### src/rtl/mux_scan_nx1_if.sv
// ============================================================================
// mux_scan_nx1_if : channel bus, select/mode/enable controls and scan outputs
// Rev 1.0
// ============================================================================
`default_nettype none

interface mux_scan_nx1_if #(
  parameter int N = 8,
  parameter int W = 1
);
  localparam int SW = $clog2(N);

  logic [N*W-1:0] a;
  logic [SW-1:0]  s;
  logic           mode;
  logic           en;
  logic [W-1:0]   y;
  logic [SW-1:0]  ch;
  logic           y_valid;
  logic           wrap;

  modport master (
    output a, s, mode, en,
    input  y, ch, y_valid, wrap
  );

  modport slave (
    input  a, s, mode, en,
    output y, ch, y_valid, wrap
  );
endinterface

`default_nettype wire

### src/rtl/mux_scan_nx1.sv
// ============================================================================
// mux_scan_nx1 : registered N-to-1 mux with manual select or dwell-timed scan
// Rev 1.0
// ============================================================================
`default_nettype none

module mux_scan_nx1 #(
  parameter int N     = 8,
  parameter int W     = 1,
  parameter int DWELL = 1
) (
  input  wire logic        clk,
  input  wire logic        rst_n,
  mux_scan_nx1_if.slave    bus
);
  localparam int SW  = $clog2(N);
  localparam int DCW = (DWELL > 1) ? $clog2(DWELL) : 1;

  localparam logic [SW-1:0]  c_last_ch    = SW'(N - 1);
  localparam logic [DCW-1:0] c_dwell_last = DCW'(DWELL - 1);

  logic [W-1:0]   r_y;
  logic [SW-1:0]  r_ch;
  logic           r_valid;
  logic           r_wrap;
  logic [DCW-1:0] r_dwell;

  logic [W-1:0]   w_man_data;
  logic [W-1:0]   w_auto_data;
  logic           w_ch_in_range;

  // Indices at or beyond N select nothing and yield zero.
  function automatic logic [W-1:0] sel_chan(input logic [N*W-1:0] data,
                                            input logic [SW-1:0]  idx);
    logic [W-1:0] r;
    r = '0;
    for (int k = 0; k < N; k++) begin
      if (idx == SW'(k)) r = data[k*W +: W];
    end
    return r;
  endfunction

  always_comb begin
    w_man_data    = sel_chan(bus.a, bus.s);
    w_auto_data   = sel_chan(bus.a, r_ch);
    w_ch_in_range = (r_ch <= c_last_ch);
  end

  always_ff @(posedge clk or negedge rst_n) begin
    if (!rst_n) begin
      r_y     <= '0;
      r_ch    <= '0;
      r_valid <= 1'b0;
      r_wrap  <= 1'b0;
      r_dwell <= '0;
    end else begin
      r_valid <= bus.en;
      r_wrap  <= 1'b0;
      if (bus.en) begin
        if (!bus.mode) begin
          r_ch    <= bus.s;
          r_y     <= w_man_data;
          r_dwell <= '0;
        end else begin
          r_y <= w_auto_data;
          // An out-of-range pointer left by manual mode restarts the scan at once.
          if (!w_ch_in_range) begin
            r_ch    <= '0;
            r_wrap  <= 1'b1;
            r_dwell <= '0;
          end else if (r_dwell == c_dwell_last) begin
            r_dwell <= '0;
            if (r_ch == c_last_ch) begin
              r_ch   <= '0;
              r_wrap <= 1'b1;
            end else begin
              r_ch <= r_ch + 1'b1;
            end
          end else begin
            r_dwell <= r_dwell + 1'b1;
          end
        end
      end
    end
  end

  assign bus.y       = r_y;
  assign bus.ch      = r_ch;
  assign bus.y_valid = r_valid;
  assign bus.wrap    = r_wrap;

endmodule

`default_nettype wire
### src/flat_wrapper.sv
// flat-port wrapper written by rule: the top's interface ports become plain ports
module mux_scan_nx1_flat 
#(
  parameter int N     = 8,
  parameter int W     = 1,
  parameter int DWELL = 1
)
  (clk, rst_n, bus_a, bus_s, bus_mode, bus_en, bus_y, bus_ch, bus_y_valid, bus_wrap);
  mux_scan_nx1_if #(.N(N), .W(W)) bus_i ();
  input  wire logic clk;
  input  wire logic rst_n;
  input wire logic [$bits(bus_i.a)-1:0] bus_a;
  input wire logic [$bits(bus_i.s)-1:0] bus_s;
  input wire logic [$bits(bus_i.mode)-1:0] bus_mode;
  input wire logic [$bits(bus_i.en)-1:0] bus_en;
  output wire logic [$bits(bus_i.y)-1:0] bus_y;
  output wire logic [$bits(bus_i.ch)-1:0] bus_ch;
  output wire logic [$bits(bus_i.y_valid)-1:0] bus_y_valid;
  output wire logic [$bits(bus_i.wrap)-1:0] bus_wrap;
  assign bus_i.a = bus_a;
  assign bus_i.s = bus_s;
  assign bus_i.mode = bus_mode;
  assign bus_i.en = bus_en;
  assign bus_y = bus_i.y;
  assign bus_ch = bus_i.ch;
  assign bus_y_valid = bus_i.y_valid;
  assign bus_wrap = bus_i.wrap;
  mux_scan_nx1 #(.N(N), .W(W), .DWELL(DWELL)) u_core (.clk(clk), .rst_n(rst_n), .bus(bus_i));
endmodule
### config.mk
export PLATFORM = sky130hd
export DESIGN_NAME = mux_scan_nx1_flat
export DESIGN_NICKNAME = d
export VERILOG_FILES = /design/src/rtl/mux_scan_nx1_if.sv /design/src/rtl/mux_scan_nx1.sv /design/src/flat_wrapper.sv
export SDC_FILE = /design/constraint.sdc
export NUM_CORES = 1
export LEC_CHECK = 0
export CAP_MARGIN = 20
export CORE_AREA = 2 2 39 41
export DETAILED_ROUTE_END_ITERATION = 7
export DIE_AREA = 0 0 41 43
export GPL_TIMING_DRIVEN = 1
export PLACE_DENSITY = 0.71
export SLEW_MARGIN = 25
export SYNTH_ARGS = -nofsm -noshare
export SYNTH_HDL_FRONTEND = slang
export SYNTH_SLANG_ARGS = --single-unit
export TNS_END_PERCENT = 50
### constraint.sdc
create_clock -name clk -period 1.7 [get_ports clk]
set_input_delay 0.255 -clock clk [delete_from_list [all_inputs] [get_ports clk]]
set_output_delay 0.255 -clock clk [all_outputs]
set_load 0.01 [all_outputs]
==> impl_metrics.env, run 1 <==
export IMPL_die_area_sq_mm=0.00176
export IMPL_first_iter_violations=4
export IMPL_chipHeight_um=43
export IMPL_cts_tree="done"
export IMPL_grt_max_degree=9
export IMPL_synth_warnings=0
export IMPL_core_area_sq_mm=0.00138
export IMPL_ir_worst_vdd_mv=0.410
export IMPL_via_per_inst=5.22
export IMPL_syn_inst=57
export IMPL_drv_cap=0
export IMPL_pre_cts_ws_ps=-127
export IMPL_antenna_cells=0
export IMPL_design_area_sq_um=811
export IMPL_placed_cell_area_sq_um=782
export IMPL_post_drt_wl_per_cell_um=13.0
export IMPL_cts_sinks=6
export IMPL_synth_edff_count=0
export IMPL_wl_mm=1.33
export IMPL_grt_pass1_wl_mm=2.06
export IMPL_nNetsFinal=109
export IMPL_cts_setup_buffers=0
export IMPL_start_util_pct=37.6
export IMPL_required_ps=1440
export IMPL_ant_nets=0
export IMPL_end_kind="output port"
export IMPL_critPathLaunchType="flip-flop"
export IMPL_finalSetupViolCount=0
export IMPL_wl_met1_um=612
export IMPL_syn_area_sq_um=520
export IMPL_grt_pass1_vias=507
export IMPL_cts_buffer_depth=2
export IMPL_synthesis_nets=78
export IMPL_grt_ovfl_total=0
export IMPL_root_buffer="clkbuf_4"
export IMPL_seq_area_frac_synth_pct=28.8
export IMPL_final_hold_violation_count=0
export IMPL_tightestPinTransition_ps=300
export IMPL_crit_family="buffers and inverters"
export IMPL_die_w_um=41
export IMPL_pin_count=21
export IMPL_yosys_most_used_dff="dfrtp_1"
export IMPL_startpoint="u_core.bus.ch[2]"
export IMPL_hpwl_mm=1.05
export IMPL_leakagePower_nw=0.358
export IMPL_area_growth_pct=55.8
export IMPL_drt_first_pass_iters=4
export IMPL_maxSlewViolCount=0
export IMPL_status="completed"
export IMPL_power_per_cell_area_mw_per_mm2=769
export IMPL_critPathMaxStageDelay_ps=530
export IMPL_antenna_found_initial=0
export IMPL_setup_slack_ps=92.6
export IMPL_synthArstFlopShare_pct=100
export IMPL_critPathArrivalTime_ps=1350
export IMPL_met3_length_um=109
export IMPL_grt_usage_pct=17.3
export IMPL_syn_area_per_cell_sq_um=9.13
export IMPL_globalplace_congestion=0.731
export IMPL_htreeDepth=1
export IMPL_top_layer="met3"
export IMPL_fmax_mhz=622
export IMPL_max_slew_margin_pct=80.0
export IMPL_worstPathBufferInverterCount=2
export IMPL_slowest_stage="clkdlybuf4s50_1"
export IMPL_hp_class="primary input to asynchronous set/reset pin"
export IMPL_r2r_start="u_core.bus.ch[0]"
export IMPL_finalCriticalPeriod_ps=1610
export IMPL_crit_fanout=7
export IMPL_clk_pin_slew_ps=50
export IMPL_yosys_cell_types_count=23
export IMPL_clock_skew_ps=3.11
export IMPL_path_class="flip-flop to output port"
export IMPL_rsz0062_at_grt="no"
export IMPL_drive_gt1_share_pct=17.4
export IMPL_fin_crit_sh_pct=94.6
export IMPL_path_cells="buf_4 -> clkdlybuf4s50_1"
export IMPL_io_buffer_count=20
export IMPL_ys_ff_latch=6
export IMPL_vias=532
export IMPL_drc=0
export IMPL_worstSkewPairLatency_ps=240
export IMPL_numCtsBuffers=3
export IMPL_met2_length_um=604
export IMPL_row_count=14
==> cell usage after synthesis (2+ instances only) <==
| cell | count | area (sq um) |
|---|---|---|
| a31oi_1 | 3 | 18.8 |
| nor2b_1 | 3 | 18.8 |
| a211oi_1 | 2 | 15.0 |
| inv_1 | 6 | 22.5 |
| dfrtp_1 | 6 | 150 |
| nand3_1 | 2 | 10.0 |
| ha_1 | 6 | 75.1 |
| nor2_1 | 3 | 11.3 |
| nand2_1 | 3 | 11.3 |
| o21ai_0 | 2 | 10.0 |
| mux2i_1 | 4 | 40.0 |
| a21oi_1 | 6 | 30.0 |
==> logic make-up (layout without fill, tap and decap cells) <==
| kind of cell | count (synthesis) | after routing | synth area share [%] |
|---|---|---|---|
| buf+inv | 8 | 37 | 7.93 |
| fa+ha+maj | 6 | 6 | 14.4 |
| simple gates | 16 | 16 | 16.3 |
| mux | 5 | 5 | 12.0 |
| compound gates | 16 | 16 | 20.4 |
| flops | 6 | 6 | 28.8 |
==> flip-flops by register name, indices dropped and copies added (netlist names) <==
name                cells
u_core.bus.y_valid      1
u_core.bus.wrap         1
u_core.bus.ch           3
u_core.bus.y            1
==> path summary, 6_finish.rpt <==
kind	to	slack, ps	cells past startpoint
min reg2reg	u_core.bus.y	570	2
min in group clk	u_core.bus.y	570	2
max	bus_ch[2]	90	2
max reg2reg	u_core.bus.y	150	6
min	u_core.bus.y	260	1
max in group asynchronous	u_core.bus.ch[0]	1200	1
==> repair_timing <==
item	CTS	global route
endpoints found under the setup margin	0	1
gates resized for setup	0	2
hold buffers	0	0
==> stage by stage <==
step	setup TNS, ps	instances	hold slack, ps	power (W)	utilization, %
floorplan	0	57	-40.6	0.000342	-
global placement	-96.1	99	519	0.000485	56.5
detailed placement	-127	99	516	0.000488	56.5
CTS	0	102	257	0.000623	58.1
global route	0	102	271	0.000677	58.6
finish	0	102	260	0.000624	58.6
==> cell type report <==
| cell class | instances | area [sq um] |
|---|---|---|
| repair buffers | 28 | 260 |
| flip-flops and latches | 6 | 151 |
| clock buffers | 3 | 22.5 |
| well taps | 16 | 20.0 |
| inverters | 6 | 22.5 |
| multi-input cells | 43 | 334 |
| fillers | 125 | 573 |
==> routing by layer <==
layer / vias to the layer above / GRT usage, %
met3: 0 / 5.24
met5: - / 0
li1: 269 / -
met4: 0 / 6.00
met2: 19 / 27.5
met1: 244 / 21.2
==> power breakdown <==
group	internal (W)	leakage [nW]	switching, W	total [W]
combinational	0.000170	0.274	0.000136	0.000306
clock	0.0000797	0.0138	0.0000490	0.000129
sequential	0.000166	0.0704	0.0000227	0.000189
total	0.000416	0.358	0.000208	0.000624
==> worst reg2reg max path, cell delays in order, from the launching register on <==
cell and delay (ps):
dfrtp_2 390, inv_1 80, ha_1 250, a21oi_1 170, o221ai_1 140, a211oi_2 260
o221ai_2 130
==> placed cells by master, fill, tap and decap left out, types with 2 or more instances in the layout <==
cell             Yosys  layout
nor2b_1              3       3
mux2i_1              4       4
o21ai_0              2       2
nand3_1              2       2
buf_4                1       8
nor2_1               3       3
inv_1                6       6
a31oi_1              3       3
clkbuf_4             0       3
dfrtp_1              6       5
clkdlybuf4s50_1      0      20
a21oi_1              6       6
nand2_1              3       3
ha_1                 6       6
Power figures use the tool's default switching activity.
==> run 2: changes to the inputs <==
--- a/config.mk
+++ b/config.mk
@@ -5,6 +5,7 @@
 export SDC_FILE = /design/constraint.sdc
 export NUM_CORES = 1
 export LEC_CHECK = 0
+export ABC_CLOCK_PERIOD_IN_PS = 1700
 export CAP_MARGIN = 20
 export CORE_AREA = 2 2 39 41
 export DETAILED_ROUTE_END_ITERATION = 7
==> results of run 2 <==
Same layout as run 1: the final DEF is identical, and so are final timing and power.
